**src/rtl/updi_target_responder.sv**
```systemverilog
// UPDI target-side byte responder: pops frames from a UART RX FIFO, decodes
// SYNCH + LDCS/STCS/LDS/STS, keeps a 16-byte CS file and a small data memory,
// and pushes response bytes into the UART TX FIFO.
module updi_target_responder #(
   parameter int unsigned MEM_DEPTH      = 64,
   parameter logic [7:0]  CS0_RESET      = 8'h30,
   parameter int unsigned TIMEOUT_CYCLES = 1024,
   parameter bit          ECHO_DISCARD   = 1'b1
) (
   input  logic       clk_i,
   input  logic       rst_ni,
   input  logic [7:0] rx_data_i,
   input  logic       rx_fifo_empty_i,
   output logic       rx_fifo_rd_en_o,
   output logic [7:0] tx_data_o,
   output logic       tx_fifo_wr_en_o,
   input  logic       tx_fifo_full_i,
   output logic       busy_o,
   output logic       sync_err_o,
   output logic       instr_err_o,
   output logic       timeout_o
);

   localparam int unsigned AddrW = (MEM_DEPTH > 1) ? $clog2(MEM_DEPTH) : 1;
   localparam int unsigned CntW  = $clog2(TIMEOUT_CYCLES);
   localparam logic [CntW-1:0] CntMax = CntW'(TIMEOUT_CYCLES - 1);

   typedef enum logic [2:0] {StSync, StInstr, StAddr, StData, StTx} state_e;

   state_e          state_q, state_d;
   state_e          nxt_q, nxt_d;       // state to enter once the pending TX byte is pushed
   logic [7:0]      tx_data_q, tx_data_d;
   logic [7:0]      addr_q, addr_d;
   logic [3:0]      idx_q, idx_d;
   logic            is_cs_q, is_cs_d;   // frame is STCS
   logic            is_st_q, is_st_d;   // frame is STS (else LDS)
   logic [7:0]      cs_q [16];
   logic [7:0]      cs_d [16];
   logic [CntW-1:0] cnt_q, cnt_d;
   logic [2:0]      echo_q, echo_d;
   logic            run_q;              // low for the first cycle out of reset: keeps outputs quiet

   logic [7:0]      mem_q [MEM_DEPTH];
   logic            mem_we;
   logic [7:0]      mem_wdata;

   logic            avail, pop_req, push_req, discard;
   logic            sync_err_det, instr_err_det, timeout_det;
   logic            rx_in_range, addr_in_range;

   assign rx_in_range   = ({24'd0, rx_data_i} < MEM_DEPTH);
   assign addr_in_range = ({24'd0, addr_q} < MEM_DEPTH);

   // State and datapath registers; async reset abandons any frame in flight.
   always_ff @(posedge clk_i or negedge rst_ni) begin
      if (!rst_ni) begin
         state_q   <= StSync;
         nxt_q     <= StSync;
         tx_data_q <= 8'h00;
         addr_q    <= 8'h00;
         idx_q     <= 4'h0;
         is_cs_q   <= 1'b0;
         is_st_q   <= 1'b0;
         cnt_q     <= '0;
         echo_q    <= 3'd0;
         run_q     <= 1'b0;
         for (int i = 0; i < 16; i++) begin
            cs_q[i] <= (i == 0) ? CS0_RESET : 8'h00;
         end
      end else begin
         state_q   <= state_d;
         nxt_q     <= nxt_d;
         tx_data_q <= tx_data_d;
         addr_q    <= addr_d;
         idx_q     <= idx_d;
         is_cs_q   <= is_cs_d;
         is_st_q   <= is_st_d;
         cnt_q     <= cnt_d;
         echo_q    <= echo_d;
         run_q     <= 1'b1;
         cs_q      <= cs_d;
      end
   end

   // Data memory write port; contents are deliberately not reset.
   always_ff @(posedge clk_i) begin
      if (mem_we) begin
         mem_q[addr_q[AddrW-1:0]] <= mem_wdata;
      end
   end

   // Next-state: byte consumption, frame decode, echo bookkeeping and timeout.
   always_comb begin
      state_d       = state_q;
      nxt_d         = nxt_q;
      tx_data_d     = tx_data_q;
      addr_d        = addr_q;
      idx_d         = idx_q;
      is_cs_d       = is_cs_q;
      is_st_d       = is_st_q;
      cs_d          = cs_q;
      cnt_d         = cnt_q;
      echo_d        = echo_q;
      pop_req       = 1'b0;
      push_req      = 1'b0;
      discard       = 1'b0;
      sync_err_det  = 1'b0;
      instr_err_det = 1'b0;
      timeout_det   = 1'b0;
      mem_we        = 1'b0;
      mem_wdata     = rx_data_i;
      avail         = run_q && !rx_fifo_empty_i;

      if (state_q == StTx) begin
         if (!tx_fifo_full_i) begin
            push_req = 1'b1;
            state_d  = nxt_q;
         end
      end else if (avail && (echo_q != 3'd0)) begin
         // Our own transmitted byte reflected on the single wire.
         pop_req = 1'b1;
         discard = 1'b1;
      end else if (avail) begin
         pop_req = 1'b1;
         unique case (state_q)
            StSync: begin
               if (rx_data_i == 8'h55) state_d = StInstr;
               else                    sync_err_det = 1'b1;
            end
            StInstr: begin
               if (rx_data_i[7:4] == 4'h8) begin
                  tx_data_d = cs_q[rx_data_i[3:0]];
                  nxt_d     = StSync;
                  state_d   = StTx;
               end else if (rx_data_i[7:4] == 4'hC) begin
                  is_cs_d = 1'b1;
                  idx_d   = rx_data_i[3:0];
                  state_d = StData;
               end else if (rx_data_i == 8'h00 || rx_data_i == 8'h40) begin
                  is_cs_d = 1'b0;
                  is_st_d = rx_data_i[6];
                  state_d = StAddr;
               end else begin
                  instr_err_det = 1'b1;
                  state_d       = StSync;
               end
            end
            StAddr: begin
               addr_d  = rx_data_i;
               state_d = StTx;
               if (is_st_q) begin
                  tx_data_d = 8'h40;
                  nxt_d     = StData;
               end else begin
                  tx_data_d = rx_in_range ? mem_q[rx_data_i[AddrW-1:0]] : 8'h00;
                  nxt_d     = StSync;
               end
            end
            StData: begin
               if (is_cs_q) begin
                  cs_d[idx_q] = rx_data_i;
                  state_d     = StSync;
               end else begin
                  mem_we    = addr_in_range;
                  tx_data_d = 8'h40;
                  nxt_d     = StSync;
                  state_d   = StTx;
               end
            end
            default: ;
         endcase
      end else if (state_q != StSync && cnt_q == CntMax) begin
         timeout_det = 1'b1;
         state_d     = StSync;
      end

      // Idle counter: cleared by any pop or while hunting for SYNCH, frozen in TX.
      if (pop_req || state_q == StSync || timeout_det) begin
         cnt_d = '0;
      end else if (state_q != StTx) begin
         cnt_d = cnt_q + CntW'(1);
      end

      if (ECHO_DISCARD && push_req && !discard) begin
         if (echo_q != 3'd7) echo_d = echo_q + 3'd1;
      end else if (discard && !(ECHO_DISCARD && push_req)) begin
         echo_d = echo_q - 3'd1;
      end
   end

   // Outputs: FIFO handshakes and one-cycle event pulses.
   always_comb begin
      rx_fifo_rd_en_o = pop_req;
      tx_fifo_wr_en_o = push_req;
      tx_data_o       = tx_data_q;
      busy_o          = (state_q != StSync) || (echo_q != 3'd0);
      sync_err_o      = sync_err_det;
      instr_err_o     = instr_err_det;
      timeout_o       = timeout_det;
   end

endmodule
```
**config.mk**
```make
export PLATFORM = sky130hd
export DESIGN_NAME = updi_target_responder
export DESIGN_NICKNAME = d
export VERILOG_FILES = /design/src/rtl/updi_target_responder.sv
export SDC_FILE = /design/constraint.sdc
export NUM_CORES = 1
export LEC_CHECK = 0
export CAP_MARGIN = 30
export CELL_PAD_IN_SITES_DETAIL_PLACEMENT = 2
export CELL_PAD_IN_SITES_GLOBAL_PLACEMENT = 2
export CORE_UTILIZATION = 52
export DETAILED_ROUTE_END_ITERATION = 12
export PLACE_DENSITY_LB_ADDON = 0.1
export SKIP_CTS_REPAIR_TIMING = 1
export SLEW_MARGIN = 20
export SYNTH_ARGS = -nofsm -noshare
export SYNTH_HDL_FRONTEND = slang
export SYNTH_SLANG_ARGS = --single-unit
```
**constraint.sdc**
```tcl
create_clock -name clk_i -period 7.3 [get_ports clk_i]
set_clock_uncertainty 0.15 [all_clocks]
set_input_delay 1.095 -clock clk_i [delete_from_list [all_inputs] [get_ports clk_i]]
set_output_delay 1.095 -clock clk_i [all_outputs]
set_load 0.1 [all_outputs]
```
## Yosys cells after proc, flatten, opt, wreduce, memory -nomap -nowiden

Memories as Yosys holds them, arrays and structs flattened.
Index checks and enable logic that the tools add are counted.

- Memories kept: 1
- RAM bits: 512
- Input port bits: 12
- Bits in registers: 170
- Logic and storage cells: 152

- Add/sub/neg operators: 3
- Bitwise gates (word level): 6
- Mux-type cells: 63
- Eq/ne operators: 18
- Order comparisons: 5
- Reduce and logical (&&, ||, !) cells: 30

Memory list:

| memory | depth | width | rd ports | clocked after Yosys merged registers in | write ports | RTL line | RTL |
|---|---|---|---|---|---|---|---|
| mem_q | 64 | 8 | 1 | 0 | 1 | 43 | `logic [7:0] mem_q [MEM_DEPTH];` |

Operator list:

| cell | count |
|---|---|
| $bwmux W128 | 1 |
| $mux W8 | 7 |
| $mux W3 | 13 |
| $bmux W8 S4 | 1 |
| $demux W8 S4 | 1 |
| $mux W1 | 32 |
| $pmux W8 S3 | 1 |
| $mux W10 | 2 |
| $reduce_and A6 Y1 | 3 |
| $eq A8 B7 Y1 const B | 2 |
| $lt A8 B7 Y1 const B | 2 |
| $pmux W3 S4 | 1 |
| $reduce_bool A3 Y1 | 4 |
| $add A10 B1 Y10 const B | 1 |
| $eq A10 B10 Y1 const B | 1 |
| $ge A5 B5 Y1 const B | 2 |
| $not A4 Y5 | 2 |
| $reduce_and A5 Y1 | 2 |
| $pmux W3 S3 | 1 |
| $eq A4 B4 Y1 const B | 2 |
| $logic_not A8 Y1 | 1 |
| $ne A2 B2 Y1 const B | 4 |
| $reduce_and A7 Y1 | 1 |
| $eq A3 B2 Y1 const B | 2 |
| other kinds (18) | 36 |

## Longest topological paths before layout

Gate-level depths: netlist of run 1.

- Depth after elaboration: 9
- Mapped depth: 10
- Mapped depth without buffers: 8

## Worst setup path before layout of run 1

No wires, ideal clock.

- Path type: reg-to-output
- Start: register echo_q[1]
- End: output port sync_err_o
- Path slack: 2026 ps
- Data required time: 6055 ps
- Arrival time: 4029 ps
- Buffers on the path: 0
- Stages on the path, launching flop included: 4
- Path through: dfrtp_1 > nor3_1 > nand3_1 > nor3_1

- Cells in the longest elaborated chain, start to end: 4

RTL lines:

| item | RTL line | RTL |
|---|---|---|
| from (decl) | 40 | `logic [2:0] echo_q, echo_d;` |
| from (signal assigned) | 79 | `echo_q <= echo_d;` |
| $reduce_bool A3 Y1 | 119 | `end else if (avail && (echo_q != 3'd0)) begin` |
| $logic_and A1 B1 Y1 | 119 |  |
| $mux W1 | 119 |  |
| $mux W1 | 114 | `if (state_q == StTx) begin` |
| to (decl) | 19 | `output logic sync_err_o,` |

No other way between the ends.

## Worst setup path in the final report of run 1

- Start: input port rx_data_i[0]
- End: output port instr_err_o

- Cells in the longest elaborated chain, start to end: 9
- Elaborated cells on any way between the ends: 10

RTL lines:

| item | RTL line | RTL |
|---|---|---|
| from (decl) | 12 | `input logic [7:0] rx_data_i,` |
| $eq A8 B7 Y1 or $logic_not A8 Y1 (tied branches) | 139 | `end else if (rx_data_i == 8'h00 \|\| rx_data_i == 8'h40) begin` |
| $logic_or A1 B1 Y1 (*) | 139 |  |
| $mux W1 (*) | 139 |  |
| $mux W1 (*) | 135 | `end else if (rx_data_i[7:4] == 4'hC) begin` |
| $mux W1 (*) | 131 | `if (rx_data_i[7:4] == 4'h8) begin` |
| $mux W1 (*) | 125 | `unique case (state_q)` |
| $mux W1 (*) | 123 | `end else if (avail) begin` |
| $mux W1 (*) | 119 |  |
| $mux W1 (*) | 114 |  |
| to (decl) | 20 | `output logic instr_err_o,` |

Mark *: on every way between the ends. The rest lies on a longest branch, timed or not.

==> results of run 1 <==
==> layout make-up <==
cell class | count | area [um2] | area share (%)
Tap cell | 688 | 861 | 2.75
Sequential cell | 680 | 19600 | 62.6
Inverter | 7 | 26.3 | 0.0840
Clock inverter | 39 | 353 | 1.13
Timing Repair Buffer | 71 | 647 | 2.07
Clock buffer | 96 | 2010 | 6.44
Multi-Input combinational cell | 758 | 7780 | 24.9
==> worst paths after layout <==
| kind | slack [ps] | from | cells past startpoint | endpoint |
|---|---|---|---|---|
| setup / recovery | 2000 | rx_data_i[0] | 6 | instr_err_o |
| hold / removal | 350 | cs_q[118]$_DFFE_PN0P_ | 1 | cs_q[118]$_DFFE_PN0P_ |
| setup reg to reg | 3420 | state_q[1]$_DFFE_PN0P_ | 6 | mem_q[55][4]$_DFFE_PP_ |
| hold reg to reg | 350 | cs_q[118]$_DFFE_PN0P_ | 1 | cs_q[118]$_DFFE_PN0P_ |
| max in group asynchronous | 5120 | rst_ni | 3 | cs_q[10]$_DFFE_PN0P_ |
| min in group asynchronous | 390 | rst_ni | 1 | tx_data_o[6]$_DFFE_PN0P_ |
==> sequential cells by signal (all words and copies together), names as in the netlist <==
name       count
is_cs_q        1
echo_q         3
cs_q         128
addr_q         8
nxt_q          1
is_st_q        1
idx_q          4
tx_data_o      8
run_q          1
state_q        3
mem_q        512
cnt_q         10
==> cell usage in the layout (no fill, tap or decap), drive strengths merged, types with 45 or more instances in the layout <==
cell,Yosys,final
nor2,90,90
a22oi,45,45
clkbuf,57,97
mux2i,63,63
buf,44,54
mux2,144,144
edfxtp,512,512
dfrtp,166,166
mux4,138,138
nand2,54,54
==> worst max-delay path, cell delays in order <==
cell and delay [ps]:
buf_8 510, nor2_1 450, nand2_1 260, nand2b_1 90
a21oi_1 310, clkdlybuf4s50_1 1200
==> per-layer routing <==
layer	GRT usage [%]	share of wire, %	routed length (um)
met1	41.8	40	33200
met2	53.2	51	42400
met3	5.63	5.8	4860
met4	12.0	3.8	3160
met5	0	0.037	31
==> cell families after synthesis <==
logic type                 count (synthesis)  synth area share [%]
DFF                                      680                  70.4
muxes                                    345                  19.3
and+or+nand+nor                          258                  4.63
AOI/OAI and AO/OA                        141                  3.59
buffers and inverters                    108                  1.59
xor gates and xnor gates                  11                 0.347
adders and majority gates                  2                 0.117
other                                      1                0.0135
==> power by group through the flow <==
stage / sequential, mW / combinational [mW] / clock [mW]
6_report: 4.30 / 0.679 / 3.73
5_1_grt: 4.30 / 0.716 / 3.92
4_1_cts: 4.30 / 0.674 / 3.79
2_1_floorplan: 4.35 / 0.406 / 0
3_3_place_gp: 4.36 / 0.598 / 0
3_5_place_dp: 4.37 / 0.653 / 0
==> impl_metrics.csv, run 1 <==
group,metric,value,unit
floorplan,initial_core_util,52.8,%
layout,stdcell_count,2339,
sta,fin_setup_tns,0,ps
global_routing,overflow,0,
layout,num_antenna_cells,0,
power,clkPwrFrac,42.9,%
sta,max_freq,0.189,GHz
sta,setup_ws,2000,ps
global_routing,grt_max_degree,132,
detailed_routing,vias,15400,
power,power.leakage,11.2,nW
place,dp_hpwl,49.5,mm
place,place_ws,2150,ps
detailed_routing,drt_iter0_drc,1588,
detailed_routing,wl_per_cell,35.8,um
worst_setup_path,cp.arrival,4060,ps
detailed_routing,drc,0,
power,ir_drop,0.000209,V
sta,slew_headroom,30.9,%
power,p_seq_share,49.4,%
power,powerDensity,279,nW/um2
sta,report.final.hold_viol_count,0,
detailed_routing,vias_per_cell,6.60,
outcome,status,"finished clean",
worst_setup_path,path_max_fanout,90,
place,gp_congestion,0.795,
sta,setup_violations,0,
logic_synthesis,syn_inst,1546,
logic_synthesis,yosys.area.top_type,"edfxtp_1",
floorplan,row_count,84,
flow_run,max_cap_violations,0,
clock_network,cts_made_buffers,73,
logic_synthesis,avgSynthCellArea,18.0,um2
worst_setup_path,endpoint_kind,"output pin",
logic_synthesis,synth_area,27800,um2
sta,whs,353,ps
floorplan,io_pins,26,
logic_synthesis,synth.distinct_cells,62,
power,power.total,8.71,mW
worst_setup_path,required,6050,ps
global_routing,grt_pass1_vias,16900,
detailed_routing,ant_nets,0,
place,dpl-instance-area,28700,um2
power,switching_share,24.8,%
sta,finalCriticalPeriod,5300,ps
floorplan,die-area,54400,um2
place,dpl.cell_count,2180,
sta,finalMaxSlewViolations,0,
clock_network,clock-sinks,680,
power,power_frac_comb,7.8,%
logic_synthesis,ys_top_cells_by_area,"edfxtp_1 55%, dfrtp_1 15%, mux4_2 11%",
layout,nets,1605,
detailed_routing,routed_wl,83.7,mm
global_routing,grt_pass1_wl,122,mm
worst_hold_path,hp-class,"reg2reg",
logic_synthesis,yosysSeqAreaShare,70.4,%
clock_network,insertion_delay,630,ps
sta,post-route-period-util,72.6,%
worst_setup_path,critPathKind,"in2out",
logic_synthesis,yosysMostFrequentCell,"edfxtp_1",
layout,nFillCells,4266,
sta,tightestPinTransition,1030,ps
layout,finish.instance_area,31300,um2
layout,final_util,59.4,%
logic_synthesis,yosysTopAreaCellShare,55.3,%
floorplan,die-height,233,um
global_routing,grtUsageTotal,31.8,%
clock_network,cts_tree,"done",
logic_synthesis,ys_seq_elements,680,
logic_synthesis,synth_edf_count,512,
power,p_int,6.55,mW
logic_synthesis,synth_ff_type,"edfxtp_1",
global_routing,grt_antenna_before_repair,3,
clock_network,clk_pin_slew,60,ps
power,p_switching,2.16,mW
clock_network,clock_path_buffers,3,
layout,final_layout_size_suffix_gt1_share,27.7,%
clock_network,cts-root-buf,"clkbuf_16",
place,place.port_buffers,25,
layout,syn_to_final_growth,12.5,%
floorplan,core_area,52700,um2
floorplan,die_w,233,um
logic_synthesis,synth_top_cells_by_count,"512 x edfxtp_1, 166 x dfrtp_1, 144 x mux2_2",
sta,rsz0062_at_grt,"no",
logic_synthesis,syn_nets,1560,
logic_synthesis,ys_warn_count,0,
worst_setup_path,crit_path_start_kind,"input pin",
logic_synthesis,ys_async_sr_fraction,24.7,%
clock_network,htree_levels,3,
detailed_routing,drt_first_pass_iters,6,
Power figures use the tool's default switching activity.
==> inputs of run 2 (changes only) <==
CORE_UTILIZATION = 49   (was 52)
clock period = 4.9 ns   (was 7.3 ns; I/O delays follow)
==> run 2 against run 1 <==
Sequential share of layout area down 0.30 points. Sequential power is 49% higher. Total power is 49% higher. Setup slack worse by 1300 ps. Cell count rose by 2.9%. Non-clock buffer count is 8 higher.
==> impl_metrics.csv, run 2 (synthesis gave the netlist of run 1 again) <==
group,metric,value,unit
sta,tightestPinTransition,1010,ps
sta,report.final.hold_viol_count,0,
worst_setup_path,cp.arrival,3270,ps
detailed_routing,vias,15300,
clock_network,cts_tree,"done",
worst_setup_path,path_max_fanout,14,
global_routing,grt_antenna_before_repair,4,
floorplan,core_area,55500,um2
detailed_routing,ant_nets,0,
detailed_routing,wl_per_cell,34.5,um
worst_setup_path,cp_slowest_cell,"clkdlybuf4s50_1",
worst_setup_path,required,4010,ps
worst_setup_path,max_stage_delay,1200,ps
sta,finalMaxSlewViolations,0,
layout,multiInputGateArea,7780,um2
sta,post-route-period-util,84.8,%
clock_network,clk_pin_slew,60,ps
sta,finalCriticalPeriod,4160,ps
worst_setup_path,endpoint_kind,"output pin",
floorplan,initial_core_util,50.1,%
clock_network,clock_path_buffers,3,
global_routing,grt_pass1_wl,122,mm
floorplan,die_w,240,um
power,ir_drop,0.000300,V
sta,rsz0062_at_grt,"no",
clock_network,htree_levels,3,
layout,nFillCells,4662,
floorplan,row_count,86,
sta,slew_headroom,30.8,%
worst_setup_path,reg2reg_slack,1280,ps
place,gp_congestion,0.801,
place,dpl.cell_count,2268,
layout,stdcell_count,2406,
layout,nets,1613,
clock_network,insertion_delay,610,ps
layout,regArea,19600,um2
clock_network,cts_made_buffers,73,
global_routing,grt_pass1_vias,16800,
detailed_routing,vias_per_cell,6.36,
outcome,status,"finished clean",
global_routing,grtUsageTotal,29.9,%
floorplan,die-height,240,um
detailed_routing,drc,0,
power,powerDensity,412,nW/um2
layout,largest_register_ffs,512,
layout,final_common_cell,"edfxtp_1",
sta,max_freq,0.241,GHz
global_routing,grt_max_degree,96,
worst_hold_path,hp-class,"reg2reg",
place,place.port_buffers,25,
floorplan,io_pins,26,
detailed_routing,drt_iter0_drc,1443,
sta,setup_violations,0,
floorplan,die-area,57700,um2
layout,syn_to_final_growth,13.0,%
power,power.leakage,11.2,nW
detailed_routing,drt_first_pass_iters,5,
clock_network,cts-root-buf,"clkbuf_16",
detailed_routing,routed_wl,82.9,mm
worst_setup_path,crit_path_frequent_cell,"nor2_1",
worst_setup_path,path_cells,"nor2_1 > nand2_1 > nor2_1 > clkdlybuf4s50_1",
global_routing,overflow,0,
worst_setup_path,critPathKind,"reg2out",
layout,layout_common_cells,"512 x edfxtp_1, 166 x dfrtp_1, 144 x mux2_2",
flow_run,max_cap_violations,0,
worst_setup_path,crit_path_start_kind,"flop",
place,dp_hpwl,51.4,mm
sta,fin_setup_tns,0,ps
clock_network,clock-sinks,680,
layout,final_layout_size_suffix_gt1_share,27.9,%
run 2: routing by layer:
layer	global-route usage, %	share of wire, %	up-vias
li1	-	-	6243
met1	40.7	41	8296
met2	49.5	50	612
met3	4.85	5.8	155
met4	9.57	3.1	2
met5	0	0.014	-
run 2: critical path: cells and delay by family, from the launching register on:
kind	cells	cell delay (ps)
simple gates	3	900
flops	1	560
buf+inv	1	1200
run 2: power breakdown:
group          total [mW]  internal [mW]  switching [mW]
Combinational        1.03          0.325           0.700
Sequential           6.40           6.27           0.127
Clock                5.53           3.22            2.31
Total                13.0           9.82            3.13
run 2: path summary, 6_finish.rpt:
kind	startpoint	end	cells past startpoint
setup / recovery	state_q[0]$_DFFE_PN0P_	tx_fifo_wr_en_o	4
hold / removal	cs_q[84]$_DFFE_PN0P_	cs_q[84]$_DFFE_PN0P_	2
setup reg to reg	state_q[2]$_DFFE_PN0P_	mem_q[61][1]$_DFFE_PP_	6
hold reg to reg	cs_q[84]$_DFFE_PN0P_	cs_q[84]$_DFFE_PN0P_	2
max in group asynchronous	rst_ni	cs_q[91]$_DFFE_PN0P_	4
min in group asynchronous	rst_ni	cs_q[86]$_DFFE_PN0P_	2
run 2: through the flow:
stage	utilization [%]	power, mW	cell area (um2)	hold WS [ps]	setup slack [ps]
2_1_floorplan	-	7.08	27800	289	607
3_3_place_gp	52.2	7.44	29000	310	958
3_5_place_dp	52.2	7.51	29000	328	646
4_1_cts	56.5	13.0	31400	124	716
5_1_grt	56.6	13.3	31400	370	620
6_report	56.6	13.0	31400	352	743
run 2: layout make-up:
type / count / share of cell area (%)
flip-flops and latches: 680 / 62.3
multi-input cells: 758 / 24.8
clock buffers: 101 / 6.59
well taps: 748 / 2.98
repair buffers: 79 / 2.31
clock inverters: 32 / 0.924
inverters: 7 / 0.0836
diodes: 1 / 0.00797
==> inputs of run 3 (changes only) <==
CORE_UTILIZATION = 44   (was 49)
clock period = 3.5 ns   (was 4.9 ns; I/O delays follow)
==> run 3 against run 2 <==
Cell count rose by 8.6%. Utilization fell by 3.9 points. Sequential power rose by 39%. Flip-flop and latch count unchanged. Setup slack worse by 420 ps. Cell area rose by 4.0%. Register-to-register slack got worse by 920 ps. Die area up 11%.
==> impl_metrics.csv, run 3 (synthesis gave the netlist of run 1 again) <==
group,metric,value,unit
sta,finalCriticalPeriod,3170,ps
worst_setup_path,endpoint_kind,"output pin",
layout,final_common_cell,"edfxtp_1",
sta,report.final.hold_viol_count,0,
power,power.leakage,12.0,nW
detailed_routing,wl_per_cell,30.3,um
power,ir_drop,0.000413,V
place,place.port_buffers,25,
clock_network,insertion_delay,640,ps
global_routing,grt_pass1_vias,17000,
layout,syn_to_final_growth,17.5,%
detailed_routing,drc,0,
sta,post-route-period-util,90.7,%
layout,regArea,19600,um2
worst_setup_path,crit_path_start_kind,"flop",
global_routing,grtUsageTotal,25.5,%
layout,finish.instance_area,32700,um2
global_routing,grt_pass1_wl,117,mm
clock_network,clock-sinks,680,
layout,nets,1732,
floorplan,die-area,64200,um2
global_routing,grt_max_degree,91,
floorplan,row_count,91,
worst_setup_path,critPathKind,"reg2out",
detailed_routing,vias_per_cell,5.87,
sta,rsz0062_at_grt,"no",
sta,max_freq,0.315,GHz
sta,slew_headroom,34.5,%
place,dpl-instance-area,30200,um2
detailed_routing,vias,15300,
detailed_routing,routed_wl,79.2,mm
layout,layout_common_cells,"512 x edfxtp_1, 170 x buf_4, 166 x dfrtp_1",
clock_network,htree_levels,3,
global_routing,overflow,0,
clock_network,cts-root-buf,"clkbuf_16",
global_routing,grt_antenna_before_repair,4,
power,powerDensity,568,nW/um2
sta,tightestPinTransition,979,ps
power,power.total,18.5,mW
floorplan,die_w,253,um
floorplan,io_pins,26,
worst_setup_path,path_max_fanout,5,
worst_setup_path,reg2reg_slack,360,ps
floorplan,die-height,253,um
clock_network,cts_made_buffers,74,
detailed_routing,drt_iter0_drc,1112,
layout,nFillCells,5398,
sta,setup_violations,0,
floorplan,initial_core_util,44.8,%
worst_hold_path,hp-class,"in2reg",
sta,finalMaxSlewViolations,0,
worst_setup_path,cp.arrival,2500,ps
layout,multiInputGateArea,7790,um2
detailed_routing,ant_nets,0,
clock_network,cts_tree,"done",
layout,largest_register_ffs,512,
flow_run,max_cap_violations,0,
clock_network,clk_pin_slew,60,ps
outcome,status,"finished clean",
detailed_routing,drt_first_pass_iters,5,
layout,final_layout_size_suffix_gt1_share,33.8,%
clock_network,clock_path_buffers,3,
place,dp_hpwl,51.1,mm
worst_setup_path,required,2820,ps
place,gp_congestion,0.791,
floorplan,core_area,62100,um2
[run 3: cell types whose count changed in the layout (fill, tap and decap cells not counted), moves of 2 or more]
cell,previous run,this run
clkinvlp_4,1,4
clkbuf_1,21,13
bufinv_16,5,10
buf_12,5,17
clkdlybuf4s50_1,12,3
buf_4,54,170
clkbuf_8,1,3
[run 3: area by class of cell]
class,count,area share [%]
sequential,680,59.9
multi-input combinational,758,23.8
timing repair buffer,197,5.26
tap,837,3.21
clock inverter,37,1.33
clock buffer,95,6.33
inverter,7,0.0804
antenna,1,0.00766
[run 3: per-stage QoR]
step | TNS, ps | hold WS [ps] | utilization, % | setup WS, ps | instances
detailed placement | 0 | 321 | 48.6 | 65.5 | 2478
CTS | 0 | -235 | 52.6 | 240 | 2610
global placement | 0 | 310 | 48.6 | 104 | 2478
floorplan | -341 | 79.4 | - | -341 | 1546
global route | 0 | 146 | 52.6 | 155 | 2612
finish | 0 | 153 | 52.6 | 326 | 2612
[run 3: path summary, 6_finish.rpt]
path | from | endpoint | depth (start not counted)
worst max-delay path | echo_q[1]$_DFFE_PN0P_ | sync_err_o | 4
worst min-delay path | rx_data_i[1] | mem_q[49][1]$_DFFE_PP_ | 1
worst max register to register | echo_q[1]$_DFFE_PN0P_ | mem_q[45][2]$_DFFE_PP_ | 8
worst min register to register | nxt_q[0]$_DFFE_PN0P_ | nxt_q[0]$_DFFE_PN0P_ | 2
max in group asynchronous | rst_ni | cs_q[55]$_DFFE_PN0P_ | 3
min in group asynchronous | rst_ni | cnt_q[5]$_DFFE_PN0P_ | 2
[run 3: metal layers]
metal,GRT usage [%],wire length [um]
met1,34.5,34000
met2,41.8,38700
met3,4.75,4190
met4,8.17,2310
met5,0,10
[run 3: worst max-delay path, cell delays in order, from the launching register on]
cell     delay [ps]
dfrtp_1         440
nor3_1          580
nand3_1         290
nor3_2          360
buf_12          220
[run 3: power by group]
part           switching, mW  internal (mW)
logic                  0.974          0.513
registers              0.128           8.78
clock network           3.24           4.90
